===== src/rtl/slave_cmd_pkg.sv =====
// Shared types and command-code helpers for the SPI slave command FIFO.
// Code words are built at MAX_W bits and truncated by the user to W.
package slave_cmd_pkg;

    localparam int MAX_W = 64;

    typedef enum logic [1:0] {
        IDLE     = 2'd0,
        WR_ARMED = 2'd1,
        RD_MODE  = 2'd2
    } state_t;

    function automatic logic [MAX_W-1:0] half_fill(
        input int w,
        input bit upper,
        input bit lower
    );
        logic [MAX_W-1:0] r;
        r = '0;
        for (int i = 0; i < w; i++) begin
            if (i < w / 2) r[i] = lower;
            else           r[i] = upper;
        end
        return r;
    endfunction

    function automatic logic [MAX_W-1:0] cmd_mem(input int w);
        return half_fill(w, 1'b1, 1'b0);
    endfunction

    function automatic logic [MAX_W-1:0] cmd_leg(input int w);
        return half_fill(w, 1'b0, 1'b1);
    endfunction

    function automatic logic [MAX_W-1:0] cmd_flush(input int w);
        return half_fill(w, 1'b1, 1'b1);
    endfunction

    function automatic logic [MAX_W-1:0] cmd_stat(input int w);
        return half_fill(w, 1'b0, 1'b0);
    endfunction

endpackage


===== src/rtl/sync_fifo_core.sv =====
// Register-based FIFO with separate occupancy counter.
// The head entry is read combinationally so a pop can be answered at once.
module sync_fifo_core #(
    parameter int W     = 20,
    parameter int DEPTH = 8
) (
    input  logic                       clk,
    input  logic                       rst,
    input  logic                       i_push,
    input  logic                       i_pop,
    input  logic                       i_clear,
    input  logic [W-1:0]               i_wdata,
    output logic [W-1:0]               o_rdata,
    output logic                       o_full,
    output logic                       o_empty,
    output logic [$clog2(DEPTH):0]     o_count
);

    localparam int AW = $clog2(DEPTH);
    localparam logic [AW:0] FULL_CNT = (AW+1)'(DEPTH);

    logic [W-1:0]  r_mem [DEPTH];
    logic [AW-1:0] r_wptr;
    logic [AW-1:0] r_rptr;
    logic [AW:0]   r_count;
    logic          w_do_push;
    logic          w_do_pop;

    assign o_full    = (r_count == FULL_CNT);
    assign o_empty   = (r_count == '0);
    assign o_count   = r_count;
    assign o_rdata   = r_mem[r_rptr];
    assign w_do_push = i_push && !o_full;
    assign w_do_pop  = i_pop && !o_empty;

    always_ff @(posedge clk) begin
        if (w_do_push) begin
            r_mem[r_wptr] <= i_wdata;
        end
    end

    // Pointers wrap on their own; count disambiguates full from empty.
    always_ff @(posedge clk or negedge rst) begin
        if (!rst) begin
            r_wptr  <= '0;
            r_rptr  <= '0;
            r_count <= '0;
        end else if (i_clear) begin
            r_wptr  <= '0;
            r_rptr  <= '0;
            r_count <= '0;
        end else if (w_do_push) begin
            r_wptr  <= r_wptr + 1'b1;
            r_count <= r_count + 1'b1;
        end else if (w_do_pop) begin
            r_rptr  <= r_rptr + 1'b1;
            r_count <= r_count - 1'b1;
        end
    end

endmodule


===== src/rtl/slave_cmd_fifo.sv =====
// Command decoder and reply path between the SPI slave and the word FIFO.
// Received words are registered once, then acted on at the following edge.
module slave_cmd_fifo
    import slave_cmd_pkg::*;
#(
    parameter int           W          = 20,
    parameter int           DEPTH      = 8,
    parameter logic [W-1:0] EMPTY_WORD = {W{1'b0}}
) (
    input  logic                   clk,
    input  logic                   rst,
    input  logic                   o_RX_DV,
    input  logic [W-1:0]           o_RX_Byte,
    output logic                   i_TX_DV,
    output logic [W-1:0]           i_TX_Byte,
    output logic                   full,
    output logic                   empty,
    output logic [$clog2(DEPTH):0] count,
    output logic                   err_ovf,
    output logic                   err_udf
);

    localparam int AW = $clog2(DEPTH);
    localparam int CW = AW + 1;

    localparam logic [W-1:0] C_MEM   = W'(cmd_mem(W));
    localparam logic [W-1:0] C_LEG   = W'(cmd_leg(W));
    localparam logic [W-1:0] C_FLUSH = W'(cmd_flush(W));
    localparam logic [W-1:0] C_STAT  = W'(cmd_stat(W));

    state_t         r_state;
    logic           r_rx_dv;
    logic [W-1:0]   r_rx_word;

    logic           w_is_mem;
    logic           w_is_leg;
    logic           w_is_flush;
    logic           w_is_stat;
    logic           w_push;
    logic           w_pop;
    logic           w_clear;
    logic [W-1:0]   w_rdata;
    logic [W-1:0]   w_stat_word;
    logic           w_full;
    logic           w_empty;
    logic [CW-1:0]  w_count;

    assign w_is_mem   = (r_rx_word == C_MEM);
    assign w_is_leg   = (r_rx_word == C_LEG);
    assign w_is_flush = (r_rx_word == C_FLUSH);
    assign w_is_stat  = (r_rx_word == C_STAT);

    assign w_push  = r_rx_dv && (r_state == WR_ARMED);
    assign w_pop   = r_rx_dv && (r_state == RD_MODE);
    assign w_clear = r_rx_dv && (r_state == IDLE) && w_is_flush;

    assign full  = w_full;
    assign empty = w_empty;
    assign count = w_count;

    always_comb begin
        w_stat_word         = '0;
        w_stat_word[W-1]    = err_ovf;
        w_stat_word[W-2]    = err_udf;
        w_stat_word[CW-1:0] = w_count;
    end

    sync_fifo_core #(
        .W     (W),
        .DEPTH (DEPTH)
    ) u_core (
        .clk     (clk),
        .rst     (rst),
        .i_push  (w_push),
        .i_pop   (w_pop),
        .i_clear (w_clear),
        .i_wdata (r_rx_word),
        .o_rdata (w_rdata),
        .o_full  (w_full),
        .o_empty (w_empty),
        .o_count (w_count)
    );

    always_ff @(posedge clk or negedge rst) begin
        if (!rst) begin
            r_rx_dv   <= 1'b0;
            r_rx_word <= '0;
        end else begin
            r_rx_dv   <= o_RX_DV;
            if (o_RX_DV) begin
                r_rx_word <= o_RX_Byte;
            end
        end
    end

    always_ff @(posedge clk or negedge rst) begin
        if (!rst) begin
            r_state   <= IDLE;
            i_TX_DV   <= 1'b0;
            i_TX_Byte <= '0;
            err_ovf   <= 1'b0;
            err_udf   <= 1'b0;
        end else begin
            i_TX_DV <= 1'b0;
            if (r_rx_dv) begin
                unique case (r_state)
                    IDLE: begin
                        unique case (1'b1)
                            w_is_mem: r_state <= WR_ARMED;
                            w_is_leg: r_state <= RD_MODE;
                            w_is_flush: begin
                                err_ovf <= 1'b0;
                                err_udf <= 1'b0;
                            end
                            w_is_stat: begin
                                i_TX_DV   <= 1'b1;
                                i_TX_Byte <= w_stat_word;
                            end
                            default: ;
                        endcase
                    end
                    WR_ARMED: begin
                        if (w_full) begin
                            err_ovf <= 1'b1;
                        end
                        r_state <= IDLE;
                    end
                    RD_MODE: begin
                        i_TX_DV <= 1'b1;
                        if (w_empty) begin
                            i_TX_Byte <= EMPTY_WORD;
                            err_udf   <= 1'b1;
                            r_state   <= IDLE;
                        end else begin
                            i_TX_Byte <= w_rdata;
                        end
                    end
                    default: r_state <= IDLE;
                endcase
            end
        end
    end

endmodule


===== config.mk =====
export PLATFORM = sky130hd
export DESIGN_NAME = slave_cmd_fifo
export DESIGN_NICKNAME = d
export VERILOG_FILES = /design/src/rtl/slave_cmd_pkg.sv /design/src/rtl/sync_fifo_core.sv /design/src/rtl/slave_cmd_fifo.sv
export SDC_FILE = /design/constraint.sdc
export NUM_CORES = 1
export LEC_CHECK = 0
export BUFFER_PORTS_ARGS = -buffer_cell sky130_fd_sc_hd__buf_2
export CAP_MARGIN = 20
export CORE_MARGIN = 5
export CORE_UTILIZATION = 30
export DETAILED_ROUTE_END_ITERATION = 16
export SETUP_SLACK_MARGIN = 0.3
export SLEW_MARGIN = 10
export SYNTH_ARGS = -nofsm -noshare
export SYNTH_HDL_FRONTEND = slang
export SYNTH_HIERARCHICAL = 1
export SYNTH_SLANG_ARGS = --single-unit
export TNS_END_PERCENT = 20

===== constraint.sdc =====
create_clock -name clk -period 8.31 [get_ports clk]
set_clock_uncertainty 0.1 [all_clocks]
set_input_delay 2.0775 -clock clk [delete_from_list [all_inputs] [get_ports clk]]
set_output_delay 2.0775 -clock clk [all_outputs]
set_load 0.05 [all_outputs]

==> results_tabular.tex <==
\begin{tabular}{lr}
\hline
Metric & Value \\
\hline
\multicolumn{2}{l}{\textbf{STA}} \\
\quad Number of failing hold endpoints at the final stage & 0 \\
\quad Total Negative Setup Slacks & 0 ns \\
\quad Final critical delay including setup and external delays & 4.31 ns \\
\quad Top achievable clock speed & 232 MHz \\
\quad Crit share post-route & 51.9\% \\
\quad Total count of max-transition violations in the final report & 0 \\
\quad Final Setup Violations & 0 \\
\quad Unrepaired setup endpoints after global routing & no \\
\quad Slew headroom & 29.9\% \\
\quad Tightest Pin Transition & 1.05 ns \\
\multicolumn{2}{l}{\textbf{Route}} \\
\quad First drt pass iteration count & 4 \\
\quad Number of vias after detailed routing & 4598 \\
\quad Remaining number of nets flagged by the antenna check after routing & 0 \\
\quad Vias per cell & 4.81 \\
\quad WL/cell & 19.6 um \\
\quad First-iteration detailed-routing DRC count & 329 \\
\quad Residual DRC & 0 \\
\quad Routed wire length & 18700 um \\
\multicolumn{2}{l}{\textbf{Global route}} \\
\quad Pin count of the biggest net entering global routing & 57 \\
\quad Global route overflow & 0 \\
\quad Total routing resource utilization after global routing & 11.3\% \\
\quad Number of global-route vias before repair & 4921 \\
\quad Number of antenna violations at the first check in global routing & 0 \\
\quad First-pass GRT wire length & 29300 um \\
\multicolumn{2}{l}{\textbf{Hold path}} \\
\quad Tightest Hold Check Type & register to register \\
\multicolumn{2}{l}{\textbf{Pwr}} \\
\quad Share of total power in sequential cells & 54.4\% \\
\quad Max VDD drop & 0.000119 V \\
\quad Clock share of power & 44.3\% \\
\quad Switching Fraction & 20.1\% \\
\quad Combinational Power Share & 1.3\% \\
\quad Total power divided by cell area & 215 mW/mm\^{}2 \\
\quad Switching power of the nets & 447 uW \\
\quad Cell-internal power & 1780 uW \\
\quad LEAKAGE & 0.00360 uW \\
\quad Post-layout power & 2230 uW \\
\multicolumn{2}{l}{\textbf{Logic synthesis}} \\
\quad Area leader, netlist & edfxtp\_1 \\
\quad Share of cell area taken by muxes after synthesis & 19.2\% \\
\quad Number of synthesized flops with an enable pin & 160 \\
\quad Share of the synthesized area in compound gates (AO/OA/AOI/OAI) & 2.99\% \\
\quad Area fraction in and, or, nand and nor cells after synthesis & 4.50\% \\
\quad Count of synthesis-stage warnings from yosys & 6 \\
\quad Synth top area cells & edfxtp\_1 54\%, dfrtp\_1 16\%, mux4\_1 7.4\% \\
\quad Most common cell in the netlist & edfxtp\_1 \\
\quad Area of the mapped netlist & 0.00893 mm\^{}2 \\
\quad Post-synthesis adder-cell area fraction & 0.785\% \\
\quad Share of synthesized area occupied by flip-flops and latches & 69.5\% \\
\quad Number of storage elements in the synthesis netlist & 216 \\
\quad Post-Synthesis Net Count & 509 \\
\quad Area share of the largest cell type after synthesis & 53.8\% \\
\quad Dominant combinational cell family by area after synthesis & multiplexers \\
\quad Count of distinct cell types in the synthesized netlist & 48 \\
\quad Count of mapped cells out of synthesis & 481 \\
\quad Synth cell count leaders & 160 x edfxtp\_1, 56 x dfrtp\_1, 42 x mux2\_2, 25 x mux4\_1 \\
\quad Post-synth top flop & edfxtp\_1 \\
\quad Average cell area after synthesis & 18.6 um\^{}2 \\
\quad Xor/xnor share of the synthesized area & 0.0981\% \\
\quad Fraction of registers with async set or reset after synthesis & 25.9\% \\
\multicolumn{2}{l}{\textbf{Worst setup path}} \\
\quad Ordered list of cells on the worst path & or3\_1 -> nor2\_1 -> buf\_2 \\
\quad Top cell family by delay on the critical path & simple AND/OR/NAND/NOR gates \\
\quad Critical path launch point type & register \\
\quad CP required & 6.13 ns \\
\quad Data arrival time of the worst path & 2.13 ns \\
\quad Largest incremental delay on the critical path & 0.53 ns \\
\quad Worst path slowest cell & or3\_1 \\
\quad Nature of the critical path endpoint & output port \\
\quad Critical path peak fanout & 8 \\
\quad Kind of critical path & register to output port \\
\quad Worst path buffer plus inverter count & 1 \\
\multicolumn{2}{l}{\textbf{Clocking}} \\
\quad Clock Tree Root & clkbuf\_16 \\
\quad CTS Buffer Depth & 3 \\
\quad TritonCTS clock tree & built \\
\quad Number of instances resized during post-cts repair & 0 \\
\quad Number of hold buffers added after cts & 0 \\
\quad Clock sink count & 216 \\
\quad CTS H-tree lvls & 1 \\
\quad Clock insertion delay at the later pin of the skew report & 0.50 ns \\
\quad Inserted Clock Buffers & 23 \\
\quad Number of post-CTS setup repair buffers & 0 \\
\quad Clk pin slew, worst setup/hold paths & 0.07 ns \\
\multicolumn{2}{l}{\textbf{Place}} \\
\quad Port Buffers & 51 \\
\quad Weighted congestion at the end of routability-driven global placement & 0.780 \\
\quad Post-detailed-placement half-perimeter wirelength & 11100 um \\
\multicolumn{2}{l}{\textbf{Die}} \\
\quad DIE HEIGHT & 183 um \\
\quad Initial core utilization & 30.3\% \\
\quad Floorplan die area & 0.0333 mm\^{}2 \\
\quad Top-Level Pins & 52 \\
\quad Die boundary width & 183 um \\
\quad Row Count & 63 \\
\quad Area of the placeable core & 0.0295 mm\^{}2 \\
\multicolumn{2}{l}{\textbf{Finish}} \\
\quad Post-synthesis to final-layout area growth & 16.1\% \\
\quad Nets@finish & 578 \\
\quad Diode insertion count for antenna repair & 0 \\
\quad Share of cells above drive strength 1 & 31.8\% \\
\multicolumn{2}{l}{\textbf{Run}} \\
\quad Number of max-capacitance violations reported & 0 \\
\multicolumn{2}{l}{\textbf{Run status}} \\
\quad Run status & complete, no violations \\
\hline
\end{tabular}
==> stage by stage <==
stage          setup slack [ns]  std cells  utilization [%]  hold WS (ns)  cell area [um^2]
5_1_grt                    3.90        956             35.2         0.430             10400
4_1_cts                    3.99        956             35.2         0.411             10400
6_report                   4.00        956             35.2         0.405             10400
3_3_place_gp               4.62        915             32.7         0.393              9630
2_1_floorplan              4.22        481                -         0.391              8930
3_5_place_dp               4.54        915             32.7         0.392              9630
==> per-layer routing <==
layer / vias to the layer above / share of wire, % / track usage, %
met3: 33 / 6.0 / 2.85
met4: 0 / 2.3 / 3.27
li1: 2052 / - / -
met5: - / 0 / 0
met1: 2393 / 44 / 15.2
met2: 120 / 47 / 18.3
==> state kept, by name, summed over array words and instances, names as in the netlist <==
signal          count
u_core/r_rptr       3
u_core/o_count      4
err_udf             1
err_ovf             1
u_core/r_mem      160
r_rx_dv             1
i_TX_DV             1
u_core/r_wptr       3
r_state             2
r_rx_word          20
i_TX_Byte          20
==> logic make-up (layout without fill, tap and decap cells) <==
| group | after synthesis | count (layout) |
|---|---|---|
| AOI/OAI and AO/OA | 34 | 34 |
| adders and majority gates | 5 | 5 |
| buffers and inverters | 45 | 130 |
| DFF | 216 | 216 |
| and+or+nand+nor | 76 | 76 |
| muxes | 104 | 104 |
| xor gates and xnor gates | 1 | 1 |
==> power groups by stage <==
stage / Sequential [uW] / Clock (uW) / Combinational (uW)
finish: 1210 / 986 / 29.4
global route: 1220 / 1070 / 33.9
CTS: 1210 / 1020 / 31.1
detailed placement: 1240 / 0 / 31.0
global placement: 1230 / 0 / 29.8
floorplan: 1220 / 0 / 14.8
==> cell usage in the layout (no fill, tap or decap), types with 3 or more instances in the layout <==
master / n
nor2_1: 13
buf_2: 51
clkinv_2: 4
nand2b_1: 4
ha_1: 4
buf_4: 15
mux4_2: 15
mux2i_1: 15
nand3_1: 5
clkinvlp_4: 3
nand2_1: 23
a21oi_1: 7
mux4_1: 25
dfrtp_1: 55
a22o_1: 6
edfxtp_1: 160
or3_1: 5
nand4_1: 5
mux2_2: 42
mux2_4: 5
nor2b_1: 5
o41ai_1: 3
inv_1: 23
clkbuf_16: 23
o21ai_0: 6
nor3_2: 3
clkbuf_8: 5
==> worst reg2reg max path, delay by kind of cell, from the launching register on <==
kind | cells | cell delay, ns
AO/OA/AOI/OAI | 1 | 0.91
flip-flops | 1 | 0.49
AND/OR/NAND/NOR | 2 | 0.76
multiplexers | 1 | 0.42
==> final timing paths <==
path | from | end | slack, ns | depth (start not counted)
setup / recovery | u_core/o_count[1] | empty | 4.00 | 3
hold / removal | i_TX_Byte[2] | i_TX_Byte[2] | 0.41 | 1
setup reg to reg | r_rx_word[11] | i_TX_Byte[0] | 5.52 | 4
hold reg to reg | i_TX_Byte[2] | i_TX_Byte[2] | 0.41 | 1
max in group asynchronous | rst | u_core/r_rptr[0] | 5.91 | 2
min in group asynchronous | rst | r_rx_word[5] | 1.65 | 2
==> cell type report <==
| type | instances | area [um^2] |
|---|---|---|
| fill | 2805 | 19100 |
| sequential | 216 | 6210 |
| multi-input combinational | 220 | 2480 |
| clock buffer | 30 | 652 |
| tap | 390 | 488 |
| timing repair buffer | 66 | 368 |
| clock inverter | 11 | 88.8 |
| inverter | 23 | 86.3 |
No activity file was read; power rests on OpenSTA's default activity.
